[src/rtl/cpu_pkg.sv]
// Shared CPU definitions used by the fetch stage and by the decoder.
//   ADDR_W / OPC_W / OPR_W : PC, opcode and operand widths
//   HALT_OPC               : opcode that stops fetching once it has been issued
//   RESET_PC               : program counter value after reset
//   fetch_state_t          : fetch FSM state encoding (2 bits)
//   pc_inc()               : next sequential PC, wrapping modulo 2^ADDR_W
package cpu_pkg;

  localparam int ADDR_W = 4;
  localparam int OPC_W  = 4;
  localparam int OPR_W  = 4;

  localparam logic [OPC_W-1:0]  HALT_OPC = 4'hF;
  localparam logic [ADDR_W-1:0] RESET_PC = 4'h0;

  typedef enum logic [1:0] {
    FETCH  = 2'b00,
    ISSUE  = 2'b01,
    HALTED = 2'b10
  } fetch_state_t;

  // Sequential successor of a PC; the carry out of the top bit is dropped,
  // so the last address wraps to zero with no flag.
  function automatic logic [ADDR_W-1:0] pc_inc(input logic [ADDR_W-1:0] pc);
    return pc + {{(ADDR_W-1){1'b0}}, 1'b1};
  endfunction

endpackage

[src/rtl/fetch_unit.sv]
// Instruction fetch stage. Owns the program counter, addresses the program
// ROM, latches the ROM's combinational opcode/operand into an instruction
// register and hands it to decode/execute over a valid/ready handshake.
//
// Ports:
//   clk          rising-edge clock
//   rst_n        asynchronous active-low reset
//   pc_addr      current PC, drives the ROM address
//   rom_opcode   opcode read from ROM at pc_addr (combinational)
//   rom_operand  operand read from ROM at pc_addr (combinational)
//   ir_valid     instruction register holds an unconsumed instruction
//   ir_ready     downstream accepts the instruction this cycle
//   ir_opcode    latched opcode
//   ir_operand   latched operand
//   ir_pc        address the latched instruction was fetched from
//   jmp_en       redirect request from execute
//   jmp_addr     redirect target
//   halt         fetch has stopped on HALT_OPC
module fetch_unit
  import cpu_pkg::*;
#(
  parameter logic [OPC_W-1:0]  HALT_CODE = HALT_OPC,
  parameter logic [ADDR_W-1:0] RESET_ADDR = RESET_PC
) (
  input  logic              clk,
  input  logic              rst_n,
  output logic [ADDR_W-1:0] pc_addr,
  input  logic [OPC_W-1:0]  rom_opcode,
  input  logic [OPR_W-1:0]  rom_operand,
  output logic              ir_valid,
  input  logic              ir_ready,
  output logic [OPC_W-1:0]  ir_opcode,
  output logic [OPR_W-1:0]  ir_operand,
  output logic [ADDR_W-1:0] ir_pc,
  input  logic              jmp_en,
  input  logic [ADDR_W-1:0] jmp_addr,
  output logic              halt
);

  fetch_state_t      state_r;
  logic [ADDR_W-1:0] pc_r;
  logic              ir_valid_r;
  logic [OPC_W-1:0]  ir_opcode_r;
  logic [OPR_W-1:0]  ir_operand_r;
  logic [ADDR_W-1:0] ir_pc_r;
  logic              halt_r;

  logic handshake_s;
  assign handshake_s = ir_valid_r & ir_ready;

  // Fetch FSM together with the PC, instruction register and status flags.
  always_ff @(posedge clk or negedge rst_n) begin
    if (!rst_n) begin
      state_r      <= FETCH;
      pc_r         <= RESET_ADDR;
      ir_valid_r   <= 1'b0;
      ir_opcode_r  <= {OPC_W{1'b0}};
      ir_operand_r <= {OPR_W{1'b0}};
      ir_pc_r      <= {ADDR_W{1'b0}};
      halt_r       <= 1'b0;
    end else if (jmp_en) begin
      // A redirect beats everything: a handshake in the same cycle still
      // consumes the instruction, but no increment is applied and a pending
      // FETCH capture is dropped.
      state_r    <= FETCH;
      pc_r       <= jmp_addr;
      ir_valid_r <= 1'b0;
      halt_r     <= 1'b0;
    end else begin
      case (state_r)
        FETCH: begin
          // The ROM is combinational on pc_addr, so it is sampled in the
          // same cycle it is addressed.
          ir_opcode_r  <= rom_opcode;
          ir_operand_r <= rom_operand;
          ir_pc_r      <= pc_r;
          ir_valid_r   <= 1'b1;
          state_r      <= ISSUE;
        end
        ISSUE: begin
          if (handshake_s) begin
            ir_valid_r <= 1'b0;
            if (ir_opcode_r == HALT_CODE) begin
              // The HALT itself has now been issued; stop with pc unchanged.
              halt_r  <= 1'b1;
              state_r <= HALTED;
            end else begin
              pc_r    <= pc_inc(pc_r);
              state_r <= FETCH;
            end
          end else begin
            state_r <= ISSUE;
          end
        end
        HALTED: begin
          // Only a redirect or reset leaves this state.
          state_r    <= HALTED;
          ir_valid_r <= 1'b0;
          halt_r     <= 1'b1;
        end
        default: begin
          state_r    <= FETCH;
          ir_valid_r <= 1'b0;
          halt_r     <= 1'b0;
        end
      endcase
    end
  end

  assign pc_addr    = pc_r;
  assign ir_valid   = ir_valid_r;
  assign ir_opcode  = ir_opcode_r;
  assign ir_operand = ir_operand_r;
  assign ir_pc      = ir_pc_r;
  assign halt       = halt_r;

endmodule
[config.mk]
export PLATFORM = sky130hd
export DESIGN_NAME = fetch_unit
export DESIGN_NICKNAME = d
export VERILOG_FILES = /design/src/rtl/cpu_pkg.sv /design/src/rtl/fetch_unit.sv
export SDC_FILE = /design/constraint.sdc
export NUM_CORES = 1
export LEC_CHECK = 0
export ABC_CLOCK_PERIOD_IN_PS = 2009
export BUFFER_PORTS_ARGS = -buffer_cell sky130_fd_sc_hd__buf_4
export CAP_MARGIN = 5
export CELL_PAD_IN_SITES_DETAIL_PLACEMENT = 2
export CELL_PAD_IN_SITES_GLOBAL_PLACEMENT = 2
export CORE_ASPECT_RATIO = 1.1
export CORE_MARGIN = 5
export CORE_UTILIZATION = 29
export DETAILED_ROUTE_END_ITERATION = 16
export PLACE_DENSITY = 0.82
export SYNTH_ARGS = -nofsm -noshare
export SYNTH_HDL_FRONTEND = slang
export SYNTH_SLANG_ARGS = --single-unit
[constraint.sdc]
create_clock -name clk -period 2.01 [get_ports clk]
set_input_delay 0.402 -clock clk [delete_from_list [all_inputs] [get_ports clk]]
set_output_delay 0.402 -clock clk [all_outputs]
set_load 0.02 [all_outputs]
==> impl_metrics.toml <==
[worst_setup_path]
critPathMaxFanout = 6
r2r-end = "pc_addr[3]"
r2r_slack_ns = 0.36
worst_setup_path_end_kind = "flop"
endpoint = "pc_addr[3]"
crit_type = "reg -> reg"
crit_required_ns = 2.23
arrival_ns = 1.87
startpoint_type = "flop"
startpoint = "state_r[1]"
reg2reg_from = "state_r[1]"
ff2ff_path_depth = 5

[pwr]
netSwitchingFraction_pct = 32.60
clockPowerShare_pct = 18.3
combPwrFrac_pct = 31.1
power.leakage_uw = 0.0005755
p_per_area_nw_per_um2 = 806.2
p_total_uw = 1006
p_int_uw = 677.8
seqPwrFrac_pct = 50.6
switchingPower_uw = 327.9
worst_ir_drop_vdd_mv = 0.4025

[layout]
regArea_sq_um = 500.5
nets = 138
multi_input_area_sq_um = 390.4
n_antenna_cell = 0
fill_cells = 327
drive_gt1_share_pct = 38.79
fin_cells = 150
final_util_pct = 40.93
area_delta_synth_final_pct = 34.73

[placement]
routabilityCongestion = 0.7429
dpl.hpwl_um = 2150
preCtsSetupSlack_ns = 0.4143
placedCellCount = 146
portBuffers = 33

[global_route]
grt_pass1_wl_um = 4436
grt_max_degree = 21
antenna_found_initial = 0
grt_use_total_pct = 12.55
grt_pass1_vias = 917
overflow = 0

[yosys]
synthTopCellsByArea = "dfrtp_1, mux2_1, mux2_2"
synth_edf_count = 0
yosysTopAreaCellShare_pct = 54.05
yosysMostFrequentCell = "dfrtp_1"
ys_async_sr_fraction_pct = 100.0
syn_avg_cell_area_sq_um = 11.72
synth_cell_types = 26
synth_fp_nets = 99
ys_seq_elements = 20
seq_area_frac_synth_pct = 54.05
synth_common_cells = "dfrtp_1, mux2_1, mux2_2"
dominantRegCellSynth = "dfrtp_1"
yosys_warnings = 0
syn_area_sq_um = 925.9
yosys.area.top_type = "dfrtp_1"
syn_inst = 79

[sta]
fin_crit_ns = 1.652
finalSetupTns_ns = 0
fin_ws_ns = 0.3579
slew_violations = 0
worst_pin_slew_ns = 0.2742
hold_violations = 0
slew_headroom_pct = 81.56
setup_viol = 0
period_share_pct = 82.20
fmaxAchievable_mhz = 605.3
fin_skew_ns = 0.006288
rsz0062_at_grt = "no"

[die]
ios = 34
start_util_pct = 30.38
rows = 21
die-area_sq_um = 4424
die_h_um = 69.26
core_area_sq_um = 3048
die_x_um = 63.88

[detailed_routing]
wl_per_cell_um = 17.81
met3_wirelength_um = 149
top_layer_used = "met4"
postRouteAntennaNets = 0
drt_first_pass_iters = 3
drt-total-wl_um = 2672
drt-initial-drc-count = 15
route.met2.wl_um = 1408
vias = 793
wl_met1_um = 1080
viasPerCell = 5.287
drcViolationCount = 0

[clocking]
htreeDepth = 1
cts_buffers = 3
clockBufferDepth = 2
cts_tree = "built"
insertion_delay_ns = 0.29
clockRootBuffer = "clkbuf_4"
cts_resized = 0
numClockSinks = 20
cts.clk_slew.worst_paths_ns = 0.11
postCtsSetupRepairBufs = 0

[min_path]
hold_depth = 2
worstHoldPathType = "in -> reg"

[run_status]
status = "finished, final reports clean"

[flow_run]
max_cap_violations = 0
timing repair:
item                                   CTS  global route
endpoints found under the hold margin   20             0
hold buffers                             1             0
setup endpoints to repair                0             0
routing by layer:
metal,global-route usage [%],vias up
met1,13.76,403
li1,-,363
met4,3.695,0
met2,22.68,23
met3,3.728,4
met5,0,-
critical path, cell delays in order, from the launching register on:
cell and delay (ns):
dfrtp_1 0.42, inv_1 0.13, ha_1 0.27, nand3_1 0.12
or4_1 0.48, a31oi_1 0.17
cell families (layout without fill, tap and decap cells):
group	after synthesis	in the layout	synth area share, %
AOI/OAI and AO/OA	11	11	7.569
adders and majority gates	4	4	5.406
buffers and inverters	7	44	3.782
DFF	20	20	54.05
muxes	13	13	15.67
and+or+nand+nor	24	24	13.51
worst min-delay path by stage:
stage | from | slack, ns | to
2_1_floorplan | rst_n | 0.11 | halt
4_1_cts | rom_opcode[1] | 0.31 | ir_opcode[1]
6_report | rom_opcode[1] | 0.32 | ir_opcode[1]
3_5_place_dp | rst_n | 0.30 | ir_pc[1]
5_1_grt | rom_opcode[1] | 0.30 | ir_opcode[1]
3_3_place_gp | rst_n | 0.30 | ir_pc[2]
stage by stage:
stage	hold slack [ns]	area, sq um
4_1_cts	0.3085	1247
2_1_floorplan	0.1064	925.9
3_5_place_dp	0.2971	1215
6_report	0.3175	1247
5_1_grt	0.3045	1247
3_3_place_gp	0.2959	1215
flip-flops by register name, summed over array words and instances (netlist names):
| name | cells |
|---|---|
| pc_addr | 4 |
| ir_pc | 4 |
| ir_opcode | 4 |
| ir_operand | 4 |
| halt | 1 |
| state_r | 2 |
| ir_valid | 1 |
cells in the final DEF, fill, tap and decap left out, types with 2 or more instances in the layout:
master,count
ha_1,4
nor2b_1,2
mux2_2,6
nand2_1,4
mux2_1,6
a21oi_1,2
o21ai_0,2
nand3_1,5
nor2_1,5
inv_1,4
nor3_1,2
a31oi_1,3
buf_4,35
dfrtp_1,20
nand4_1,2
clkbuf_4,3
power groups by stage:
| stage | combinational [uW] | sequential (uW) | clock (uW) |
|---|---|---|---|
| 5_1_grt | 338 | 522 | 209 |
| 6_report | 313 | 509 | 184 |
| 3_5_place_dp | 317 | 519 | 0 |
| 2_1_floorplan | 92.6 | 576 | 0 |
| 4_1_cts | 319 | 512 | 194 |
| 3_3_place_gp | 302 | 512 | 0 |
area by class of cell:
cell class / count / area share [%]
inverters: 5 / 1.505
multi-input cells: 52 / 31.29
repair buffers: 36 / 21.87
flip-flops and latches: 20 / 40.12
well taps: 34 / 3.410
clock buffers: 3 / 1.805
Power figures use the tool's default switching activity.
